==> src/rtl/rca_operand_loader_pkg.sv <==
// Shared types for the byte-serial operand loader in front of rca_clk.
package rca_operand_loader_pkg;

  localparam int DEF_WIDTH = 32;

  typedef enum logic [1:0] {
    LOAD_A = 2'd0,
    LOAD_B = 2'd1,
    WAIT   = 2'd2,
    DONE   = 2'd3
  } state_t;

  // Byte-index width; kept at least 1 so a single-byte operand still elaborates.
  function automatic int idx_w(input int width);
    return (width / 8 > 1) ? $clog2(width / 8) : 1;
  endfunction

endpackage

==> src/rtl/rca_operand_loader_if.sv <==
// Operand byte stream in, captured result out; the loader sits on the slave side.
interface rca_operand_loader_if #(
  parameter int WIDTH = 32
);
  logic [7:0]       in_data;
  logic             in_valid;
  logic             in_ready;
  logic             in_ci;
  logic [WIDTH-1:0] res_s;
  logic             res_co;
  logic             res_valid;
  logic             res_ready;

  modport master (
    output in_data, in_valid, in_ci, res_ready,
    input  in_ready, res_s, res_co, res_valid
  );

  modport slave (
    input  in_data, in_valid, in_ci, res_ready,
    output in_ready, res_s, res_co, res_valid
  );
endinterface

==> src/rtl/rca_operand_loader_byte_assembler.sv <==
// Little-endian operand register: writes byte idx of q on load, clears on clr.
module rca_operand_loader_byte_assembler
  import rca_operand_loader_pkg::*;
#(
  parameter int WIDTH = DEF_WIDTH,
  parameter int IDX_W = idx_w(WIDTH)
) (
  input  logic             clk,
  input  logic             clr,
  input  logic             load,
  input  logic [IDX_W-1:0] idx,
  input  logic [7:0]       data,
  output logic [WIDTH-1:0] q
);
  localparam int NBYTES = WIDTH / 8;

  for (genvar k = 0; k < NBYTES; k++) begin : g_byte
    always_ff @(posedge clk) begin
      if (clr)
        q[8*k +: 8] <= 8'h00;
      else if (load && idx == IDX_W'(k))
        q[8*k +: 8] <= data;
    end
  end
endmodule

==> src/rtl/rca_operand_loader.sv <==
// Assembles A then B from a byte stream, holds them on rca_clk, waits out the
// adder latency and presents s/co on a valid/ready result port.
module rca_operand_loader
  import rca_operand_loader_pkg::*;
#(
  parameter int WIDTH   = DEF_WIDTH,
  parameter int ADD_LAT = 1
) (
  input  logic                  clk,
  input  logic                  rst,
  rca_operand_loader_if.slave   io,
  output logic [WIDTH-1:0]      add_a,
  output logic [WIDTH-1:0]      add_b,
  output logic                  add_ci,
  input  logic [WIDTH-1:0]      add_s,
  input  logic                  add_co,
  output logic                  busy
);
  localparam int NBYTES = WIDTH / 8;
  localparam int IDX_W  = idx_w(WIDTH);
  localparam int LAT_W  = $clog2(ADD_LAT + 1) + 1;

  state_t           state;
  logic [IDX_W-1:0] byte_cnt;
  logic [LAT_W-1:0] lat_cnt;
  logic [WIDTH-1:0] res_s;
  logic             res_co;
  logic             res_valid;
  logic             in_ready;
  logic             xfer;
  logic             last_byte;

  assign in_ready  = !rst && (state == LOAD_A || state == LOAD_B);
  assign busy      = !rst && (state == WAIT || state == DONE);
  assign xfer      = io.in_valid && in_ready;
  assign last_byte = (byte_cnt == IDX_W'(NBYTES - 1));

  assign io.in_ready  = in_ready;
  assign io.res_s     = res_s;
  assign io.res_co    = res_co;
  assign io.res_valid = res_valid;

  rca_operand_loader_byte_assembler #(.WIDTH(WIDTH), .IDX_W(IDX_W)) u_asm_a (
    .clk  (clk),
    .clr  (rst),
    .load (xfer && state == LOAD_A),
    .idx  (byte_cnt),
    .data (io.in_data),
    .q    (add_a)
  );

  rca_operand_loader_byte_assembler #(.WIDTH(WIDTH), .IDX_W(IDX_W)) u_asm_b (
    .clk  (clk),
    .clr  (rst),
    .load (xfer && state == LOAD_B),
    .idx  (byte_cnt),
    .data (io.in_data),
    .q    (add_b)
  );

  always_ff @(posedge clk) begin
    if (rst) begin
      state     <= LOAD_A;
      byte_cnt  <= '0;
      lat_cnt   <= '0;
      add_ci    <= 1'b0;
      res_s     <= '0;
      res_co    <= 1'b0;
      res_valid <= 1'b0;
    end else begin
      case (state)
        LOAD_A: if (xfer) begin
          if (last_byte) begin
            state    <= LOAD_B;
            byte_cnt <= '0;
          end else
            byte_cnt <= byte_cnt + IDX_W'(1);
        end
        LOAD_B: if (xfer) begin
          if (last_byte) begin
            add_ci   <= io.in_ci;
            state    <= WAIT;
            lat_cnt  <= '0;
            byte_cnt <= '0;
          end else
            byte_cnt <= byte_cnt + IDX_W'(1);
        end
        // s/co are trustworthy once ADD_LAT edges have passed with stable inputs
        WAIT: begin
          lat_cnt <= lat_cnt + LAT_W'(1);
          if (lat_cnt == LAT_W'(ADD_LAT)) begin
            res_s     <= add_s;
            res_co    <= add_co;
            res_valid <= 1'b1;
            state     <= DONE;
          end
        end
        DONE: if (io.res_ready) begin
          res_valid <= 1'b0;
          byte_cnt  <= '0;
          state     <= LOAD_A;
        end
        default: state <= LOAD_A;
      endcase
    end
  end
endmodule

==> src/flat_wrapper.sv <==
// flat-port wrapper written by rule: the top's interface ports become plain ports
module rca_operand_loader_flat import rca_operand_loader_pkg::*;
#(
  parameter int WIDTH   = DEF_WIDTH,
  parameter int ADD_LAT = 1
)
  (clk, rst, add_a, add_b, add_ci, add_s, add_co, busy, io_in_data, io_in_valid, io_in_ci, io_res_ready, io_in_ready, io_res_s, io_res_co, io_res_valid);
  rca_operand_loader_if #(.WIDTH(WIDTH)) io_i ();
  input  logic clk;
  input  logic rst;
  output logic [WIDTH-1:0] add_a;
  output logic [WIDTH-1:0] add_b;
  output logic add_ci;
  input  logic [WIDTH-1:0] add_s;
  input  logic add_co;
  output logic busy;
  input wire logic [$bits(io_i.in_data)-1:0] io_in_data;
  input wire logic [$bits(io_i.in_valid)-1:0] io_in_valid;
  input wire logic [$bits(io_i.in_ci)-1:0] io_in_ci;
  input wire logic [$bits(io_i.res_ready)-1:0] io_res_ready;
  output wire logic [$bits(io_i.in_ready)-1:0] io_in_ready;
  output wire logic [$bits(io_i.res_s)-1:0] io_res_s;
  output wire logic [$bits(io_i.res_co)-1:0] io_res_co;
  output wire logic [$bits(io_i.res_valid)-1:0] io_res_valid;
  assign io_i.in_data = io_in_data;
  assign io_i.in_valid = io_in_valid;
  assign io_i.in_ci = io_in_ci;
  assign io_i.res_ready = io_res_ready;
  assign io_in_ready = io_i.in_ready;
  assign io_res_s = io_i.res_s;
  assign io_res_co = io_i.res_co;
  assign io_res_valid = io_i.res_valid;
  rca_operand_loader #(.WIDTH(WIDTH), .ADD_LAT(ADD_LAT)) u_core (.clk(clk), .rst(rst), .io(io_i), .add_a(add_a), .add_b(add_b), .add_ci(add_ci), .add_s(add_s), .add_co(add_co), .busy(busy));
endmodule
==> config.mk <==
export PLATFORM = sky130hd
export DESIGN_NAME = rca_operand_loader_flat
export DESIGN_NICKNAME = d
export VERILOG_FILES = /design/src/rtl/rca_operand_loader_pkg.sv /design/src/rtl/rca_operand_loader_if.sv /design/src/rtl/rca_operand_loader_byte_assembler.sv /design/src/rtl/rca_operand_loader.sv /design/src/flat_wrapper.sv
export SDC_FILE = /design/constraint.sdc
export NUM_CORES = 1
export LEC_CHECK = 0
export BUFFER_PORTS_ARGS = -buffer_cell sky130_fd_sc_hd__buf_2
export CELL_PAD_IN_SITES_DETAIL_PLACEMENT = 1
export CELL_PAD_IN_SITES_GLOBAL_PLACEMENT = 1
export CORE_MARGIN = 3
export CORE_UTILIZATION = 31
export CTS_CLUSTER_SIZE = 20
export DETAILED_ROUTE_END_ITERATION = 10
export PLACE_DENSITY = 0.73
export SYNTH_ARGS = -nofsm -noshare
export SYNTH_HDL_FRONTEND = slang
export SYNTH_SLANG_ARGS = --single-unit
==> constraint.sdc <==
create_clock -name clk -period 1.66 [get_ports clk]
set_input_delay 0.415 -clock clk [delete_from_list [all_inputs] [get_ports clk]]
set_output_delay 0.415 -clock clk [all_outputs]
set_load 0.1 [all_outputs]
==> results of run 1 <==
-- synth_stat cells, types with 6 or more instances --
cell and n:
sky130_fd_sc_hd__a21oi_1 100, sky130_fd_sc_hd__and4b_1 8, sky130_fd_sc_hd__buf_1 6, sky130_fd_sc_hd__buf_2 12, sky130_fd_sc_hd__clkbuf_1 14, sky130_fd_sc_hd__clkbuf_2 8
sky130_fd_sc_hd__dfxtp_1 105, sky130_fd_sc_hd__ha_1 10, sky130_fd_sc_hd__inv_1 8, sky130_fd_sc_hd__nand2_1 199, sky130_fd_sc_hd__nand4b_1 8
-- final cells by class --
class	instances	area [sq um]	area share
Inverter	8	35.0	0.00646
Sequential cell	105	2110	0.389
Clock inverter	4	98.8	0.0182
Multi-Input combinational cell	356	1790	0.329
Tap cell	172	215	0.0397
Timing Repair Buffer	167	933	0.172
Clock buffer	12	246	0.0454
-- cell usage in the layout, fill, tap and decap left out, types with 2 or more instances in the layout --
cell                        count
sky130_fd_sc_hd__and4b_1        5
sky130_fd_sc_hd__inv_4          2
sky130_fd_sc_hd__dfxtp_1      103
sky130_fd_sc_hd__ha_1           8
sky130_fd_sc_hd__a31oi_1        2
sky130_fd_sc_hd__ha_4           2
sky130_fd_sc_hd__nand3_1        4
sky130_fd_sc_hd__dfxtp_4        2
sky130_fd_sc_hd__inv_1          6
sky130_fd_sc_hd__and4b_2        3
sky130_fd_sc_hd__a211o_1        2
sky130_fd_sc_hd__nand4b_1       8
sky130_fd_sc_hd__clkbuf_1       2
sky130_fd_sc_hd__a21oi_1      100
sky130_fd_sc_hd__buf_4         21
sky130_fd_sc_hd__nand2b_1       4
sky130_fd_sc_hd__buf_12         3
sky130_fd_sc_hd__buf_2        143
sky130_fd_sc_hd__clkbuf_16      9
sky130_fd_sc_hd__bufinv_16      3
sky130_fd_sc_hd__nand2_1      199
-- critical path: stages (launching register included) --
cell	delay [ps]
sky130_fd_sc_hd__dfxtp_4	380
sky130_fd_sc_hd__inv_4	50
sky130_fd_sc_hd__ha_4	150
sky130_fd_sc_hd__or2_4	250
sky130_fd_sc_hd__nor2b_4	140
sky130_fd_sc_hd__buf_12	160
-- flip-flops by register name, indices dropped and copies added (netlist names) --
name and count:
u_core.add_ci 1, u_core.u_asm_a.q 32, u_core.u_asm_b.q 32, u_core.state 2, u_core.io.res_s 32, u_core.io.res_co 1
u_core.byte_cnt 2, u_core.lat_cnt 2, u_core.io.res_valid 1
-- how the worst max path moves through the flow --
stage / end / slack [ps] / cells after the start
after floorplan: io_in_ready / -110 / 6
after CTS: io_in_ready / -250 / 5
final: io_in_ready / -240 / 5
after detailed placement: io_in_ready / -20 / 5
after global placement: io_in_ready / 40 / 5
after global routing: io_in_ready / -280 / 5
-- logic make-up (layout without fill, tap and decap cells) --
| family | Yosys count | after routing | synth area share |
|---|---|---|---|
| AOI/OAI and AO/OA | 110 | 110 | 0.143 |
| and+or+nand+nor | 235 | 235 | 0.249 |
| DFF | 105 | 105 | 0.519 |
| adders and majority gates | 10 | 10 | 0.0309 |
| muxes | 1 | 1 | 0.00247 |
| buffers and inverters | 50 | 191 | 0.0562 |
-- routing by layer --
metal | vias to the layer above | track usage | share of wire
met2 | 100 | 0.306 | 0.49
met5 | - | 0 | 0
met3 | 15 | 0.0547 | 0.063
met4 | 0 | 0.0545 | 0.015
li1 | 1945 | - | -
met1 | 1896 | 0.214 | 0.43
-- report_power, final --
| part | internal, uW | total [uW] | switching, uW |
|---|---|---|---|
| Combinational | 166 | 547 | 381 |
| Sequential | 2540 | 2560 | 20.6 |
| Clock | 1520 | 2490 | 963 |
| Total | 4230 | 5600 | 1360 |
-- through the flow --
step / util / setup TNS, ps / hold slack (ps) / cells / setup slack [ps]
2_1_floorplan: - / -153 / 448 / 511 / -114
3_3_place_gp: 0.393 / 0 / 439 / 804 / 38.2
3_5_place_dp: 0.393 / -20.7 / 447 / 804 / -20.7
4_1_cts: 0.425 / -439 / 282 / 823 / -246
5_1_grt: 0.426 / -643 / 296 / 824 / -281
6_report: 0.426 / -455 / 296 / 824 / -240
-- repair_timing --
item / 4_1_cts / 5_1_grt
setup buffers: 3 / 1
gates resized for setup: 10 / 5
setup endpoints to repair: 4 / 17
hold buffers: 0 / 0
pin swaps: 2 / 1
==> impl_metrics.env, run 1 <==
export IMPL_outcome="complete, but fails checks"
export IMPL_failing_checks="setup timing"
export IMPL_post_route_cell_area_sq_um=5420
export IMPL_io_buffers=146
export IMPL_fmax_mhz=526
export IMPL_postRouteAntennaNets=0
export IMPL_synth_seq_cells=105
export IMPL_r2r_end="u_core.state[0]$_SDFFE_PP0P_"
export IMPL_tritoncts_clock_tree="done"
export IMPL_drc_violation_total_after_the_first_tritonroute_iteration=160
export IMPL_post_route_drc_count=0
export IMPL_drtPass1Iterations=4
export IMPL_initial_utilization=0.319
export IMPL_layout_drive_gt1_share=0.302
export IMPL_worst_setup_hold_path_clk_slew_ps=70
export IMPL_synth_area_per_cell_sq_um=7.93
export IMPL_worstPathRequired_ps=1240
export IMPL_fin_nets=703
export IMPL_cts_sinks=105
export IMPL_place_gp_congestion=0.748
export IMPL_combined_global_route_utilization_of_all_metal_layers=0.178
export IMPL_vertical_die_dimension_um=120
export IMPL_setup_ws_ps=-240
export IMPL_timing_final_hold_violations=0
export IMPL_maximum_number_of_pins_on_one_net_before_global_route_repair=45
export IMPL_yosys_top_cells_area="sky130_fd_sc_hd__dfxtp_1, sky130_fd_sc_hd__nand2_1, sky130_fd_sc_hd__a21oi_1, sky130_fd_sc_hd__ha_1, sky130_fd_sc_hd__and4b_1"
export IMPL_hold_depth=3
export IMPL_placed_area_sq_um=5000
export IMPL_start_kind="flop"
export IMPL_normalized_max_slew_margin=0.655
export IMPL_die_w_um=120
export IMPL_drt_vias_per_instance=4.80
export IMPL_yosys_area_top_type="sky130_fd_sc_hd__dfxtp_1"
export IMPL_global_route_wire_length_before_repair_mm=20.7
export IMPL_num_fill_cells=1617
export IMPL_cts_buffer_depth=2
export IMPL_slew_viol_final=0
export IMPL_worst_slew_pin_transition_ps=521
export IMPL_grt_setup_unrepaired="yes"
export IMPL_fin_skew_ps=9.71
export IMPL_synth_top_cell_area_share=0.519
export IMPL_r2r_start="u_core.state[1]$_SDFFE_PP0P_"
export IMPL_power_per_cell_area_nw_per_um2=1030
export IMPL_areaGrowthSynthToFinish_pct=33.8
export IMPL_startpoint="u_core.state[1]$_SDFFE_PP0P_"
export IMPL_yosysSeqAreaShare=0.519
export IMPL_ys_warn_count=0
export IMPL_p_total_uw=5600
export IMPL_antenna_found_initial=0
export IMPL_largest_fanout_of_any_net_on_the_critical_path=4
export IMPL_min_path_type="in2reg"
export IMPL_timing_hold_worst_start="add_s[7]"
export IMPL_number_of_cts_inserted_buffers=9
export IMPL_asyncSetResetFlopFracSynth=0
export IMPL_number_of_synthesized_flops_with_an_enable_pin=0
export IMPL_antenna_cells=0
export IMPL_io_pin_count=147
export IMPL_r2r_slack_ps=-20
export IMPL_hpwlAfterDp_mm=9.40
export IMPL_number_of_unique_standard_cell_types_used_by_synthesis=30
export IMPL_global_route_overflow_total=0
export IMPL_static_leakage_power_uw=0.00227
export IMPL_grt_pass1_vias=4113
export IMPL_clock_period_minus_final_worst_setup_slack_ps=1900
export IMPL_ff2ff_path_depth=6
export IMPL_core_rowCount=41
export IMPL_cp_data_arrival_time_ps=1480
export IMPL_synthesis_area_sq_um=4050
export IMPL_synth_main_ff_cell="sky130_fd_sc_hd__dfxtp_1"
export IMPL_power_ir_vdd_worst_mv=0.448
export IMPL_via_count=3956
export IMPL_timing_hold_worst_endpoint="u_core.io.res_s[7]$_SDFFE_PP0P_"
export IMPL_cts_root_buffer_cell="sky130_fd_sc_hd__clkbuf_16"
export IMPL_worst_skew_pair_late_latency_ps=350
export IMPL_core_area_sq_um=12700
export IMPL_floorplan_die_area_sq_um=14500
export IMPL_synthCells=511
export IMPL_wl_mm=12.9
export IMPL_level_count_of_the_clock_h_tree=3
export IMPL_layout_worst_path_cycle_share=1.14
export IMPL_timing_critical_path_to_type="output port"
export IMPL_max_cap_violations=0
export IMPL_timing_setup_critical_path_class="reg2out"
export IMPL_synth_nets=567
export IMPL_wl_per_cell_um=15.7
export IMPL_total_of_endpoints_with_negative_setup_slack_in_the_final_report=3
No activity file was read; power rests on OpenSTA's default activity.
==> run 2, diff against run 1 <==
--- a/config.mk
+++ b/config.mk
@@ -12,7 +12,8 @@
 export CORE_UTILIZATION = 31
 export CTS_CLUSTER_SIZE = 20
 export DETAILED_ROUTE_END_ITERATION = 10
-export PLACE_DENSITY = 0.73
+export PLACE_DENSITY_LB_ADDON = 0.1
+export SLEW_MARGIN = 20
 export SYNTH_ARGS = -nofsm -noshare
 export SYNTH_HDL_FRONTEND = slang
 export SYNTH_SLANG_ARGS = --single-unit
==> impl_metrics.env, run 2 (synthesized netlist as in run 1, its figures left out) <==
export IMPL_timing_setup_tns_ps=-356
export IMPL_antenna_found_initial=0
export IMPL_layout_common_cells="sky130_fd_sc_hd__nand2_1, sky130_fd_sc_hd__buf_2, sky130_fd_sc_hd__dfxtp_1"
export IMPL_power_ir_vdd_worst_mv=0.434
export IMPL_worst_slew_pin_transition_ps=517
export IMPL_start_kind="flop"
export IMPL_min_path_type="in2reg"
export IMPL_combined_global_route_utilization_of_all_metal_layers=0.177
export IMPL_static_leakage_power_uw=0.00226
export IMPL_final_common_cell="sky130_fd_sc_hd__nand2_1"
export IMPL_max_cap_violations=0
export IMPL_worst_setup_hold_path_clk_slew_ps=70
export IMPL_cp_data_arrival_time_ps=1470
export IMPL_core_area_sq_um=12700
export IMPL_clkPwrFrac=0.408
export IMPL_global_route_overflow_total=0
export IMPL_die_w_um=120
export IMPL_wl_per_cell_um=15.3
export IMPL_areaGrowthSynthToFinish_pct=32.8
export IMPL_p_total_uw=5240
export IMPL_largestRegisters="u_core.io.res_s: 32 flops, u_core.u_asm_a.q: 32 flops, u_core.u_asm_b.q: 32 flops"
export IMPL_outcome="complete, but fails checks"
export IMPL_antenna_cells=0
export IMPL_timing_hold_ws_ps=294
export IMPL_placed_area_sq_um=5020
export IMPL_internal_power_uw=3880
export IMPL_fin_nets=704
export IMPL_combPwrFrac=0.103
export IMPL_drc_violation_total_after_the_first_tritonroute_iteration=181
export IMPL_slew_viol_final=0
export IMPL_drtPass1Iterations=4
export IMPL_drt_vias_per_instance=4.70
export IMPL_postRouteAntennaNets=0
export IMPL_failing_checks="setup timing"
export IMPL_wl_mm=12.7
export IMPL_vertical_die_dimension_um=120
export IMPL_level_count_of_the_clock_h_tree=3
export IMPL_via_count=3874
export IMPL_place_gp_congestion=0.731
export IMPL_hpwlAfterDp_mm=9.16
export IMPL_fmax_mhz=532
export IMPL_power_switching_uw=1350
export IMPL_post_route_drc_count=0
export IMPL_cts_sinks=105
export IMPL_timing_final_hold_violations=0
export IMPL_total_of_endpoints_with_negative_setup_slack_in_the_final_report=2
export IMPL_io_buffers=146
export IMPL_normalized_max_slew_margin=0.658
export IMPL_cts_buffer_depth=2
export IMPL_cts_root_buffer_cell="sky130_fd_sc_hd__clkbuf_16"
export IMPL_setup_ws_ps=-220
export IMPL_tritoncts_clock_tree="done"
export IMPL_grt_pass1_vias=4001
export IMPL_fin_skew_ps=7.44
export IMPL_io_pin_count=147
export IMPL_number_of_cts_inserted_buffers=9
export IMPL_timing_critical_path_to_type="output port"
export IMPL_clock_period_minus_final_worst_setup_slack_ps=1880
export IMPL_core_rowCount=41
export IMPL_power_per_cell_area_nw_per_um2=972
export IMPL_timing_setup_critical_path_class="reg2out"
export IMPL_largest_fanout_of_any_net_on_the_critical_path=3
export IMPL_worstPathRequired_ps=1240
export IMPL_sequentialPowerShare=0.489
export IMPL_initial_utilization=0.319
export IMPL_global_route_wire_length_before_repair_mm=20.1
export IMPL_power_share_switching=0.258
export IMPL_maximum_number_of_pins_on_one_net_before_global_route_repair=34
export IMPL_grt_setup_unrepaired="yes"
export IMPL_floorplan_die_area_sq_um=14500
export IMPL_post_route_cell_area_sq_um=5390
export IMPL_layout_worst_path_cycle_share=1.13
export IMPL_worst_skew_pair_late_latency_ps=350
export IMPL_layout_drive_gt1_share=0.300
-- run 2: final cells by class --
cell class / count / area, sq um
Clock inverter: 6 / 66.3
Multi-Input combinational cell: 356 / 1760
Timing Repair Buffer: 168 / 966
Inverter: 8 / 35.0
Sequential cell: 105 / 2110
Clock buffer: 10 / 229
Fill cell: 1611 / 7340
Tap cell: 172 / 215
-- run 2: worst max-delay path, cell delays in order (launching register included) --
cell and delay (ps):
sky130_fd_sc_hd__dfxtp_4 370, sky130_fd_sc_hd__inv_4 50, sky130_fd_sc_hd__ha_2 170, sky130_fd_sc_hd__or2_4 230, sky130_fd_sc_hd__nor2b_4 130, sky130_fd_sc_hd__buf_12 160
-- run 2: what timing repair did --
action | in CTS | in global routing
setup endpoints to repair | 2 | 4
pin swaps | 1 | 1
hold buffers | 0 | 0
gates resized for setup | 3 | 6
setup buffers | 4 | 2
-- run 2: path summary, 6_finish.rpt --
| check | depth (start not counted) | end | slack (ps) | from |
|---|---|---|---|---|
| max | 5 | io_in_ready | -220 | u_core.state[1]$_SDFFE_PP0P_ |
| min | 3 | u_core.io.res_s[31]$_SDFFE_PP0P_ | 290 | add_s[31] |
| max reg2reg | 6 | u_core.state[0]$_SDFFE_PP0P_ | 10 | u_core.state[1]$_SDFFE_PP0P_ |
| min reg2reg | 2 | u_core.io.res_s[9]$_SDFFE_PP0P_ | 450 | u_core.io.res_s[9]$_SDFFE_PP0P_ |
-- run 2: power by group through the flow --
stage / logic (uW) / clock network (uW) / registers, uW
2_1_floorplan: 232 / 0 / 2750
5_1_grt: 583 / 2300 / 2560
4_1_cts: 533 / 2210 / 2560
3_5_place_dp: 517 / 0 / 2620
6_report: 539 / 2140 / 2560
3_3_place_gp: 506 / 0 / 2620
-- run 2: layer usage --
layer  GRT usage  wire [um]
met1       0.213       5420
met2       0.305       6230
met3      0.0407        773
met4      0.0701        231
met5           0          0
-- run 2: through the flow --
stage               std cells   util  setup WS, ps
CTS                       823  0.421          -231
global route              825  0.423          -260
detailed placement        803  0.395          2.84
floorplan                 511      -          -114
global placement          803  0.395          44.2
finish                    825  0.423          -220
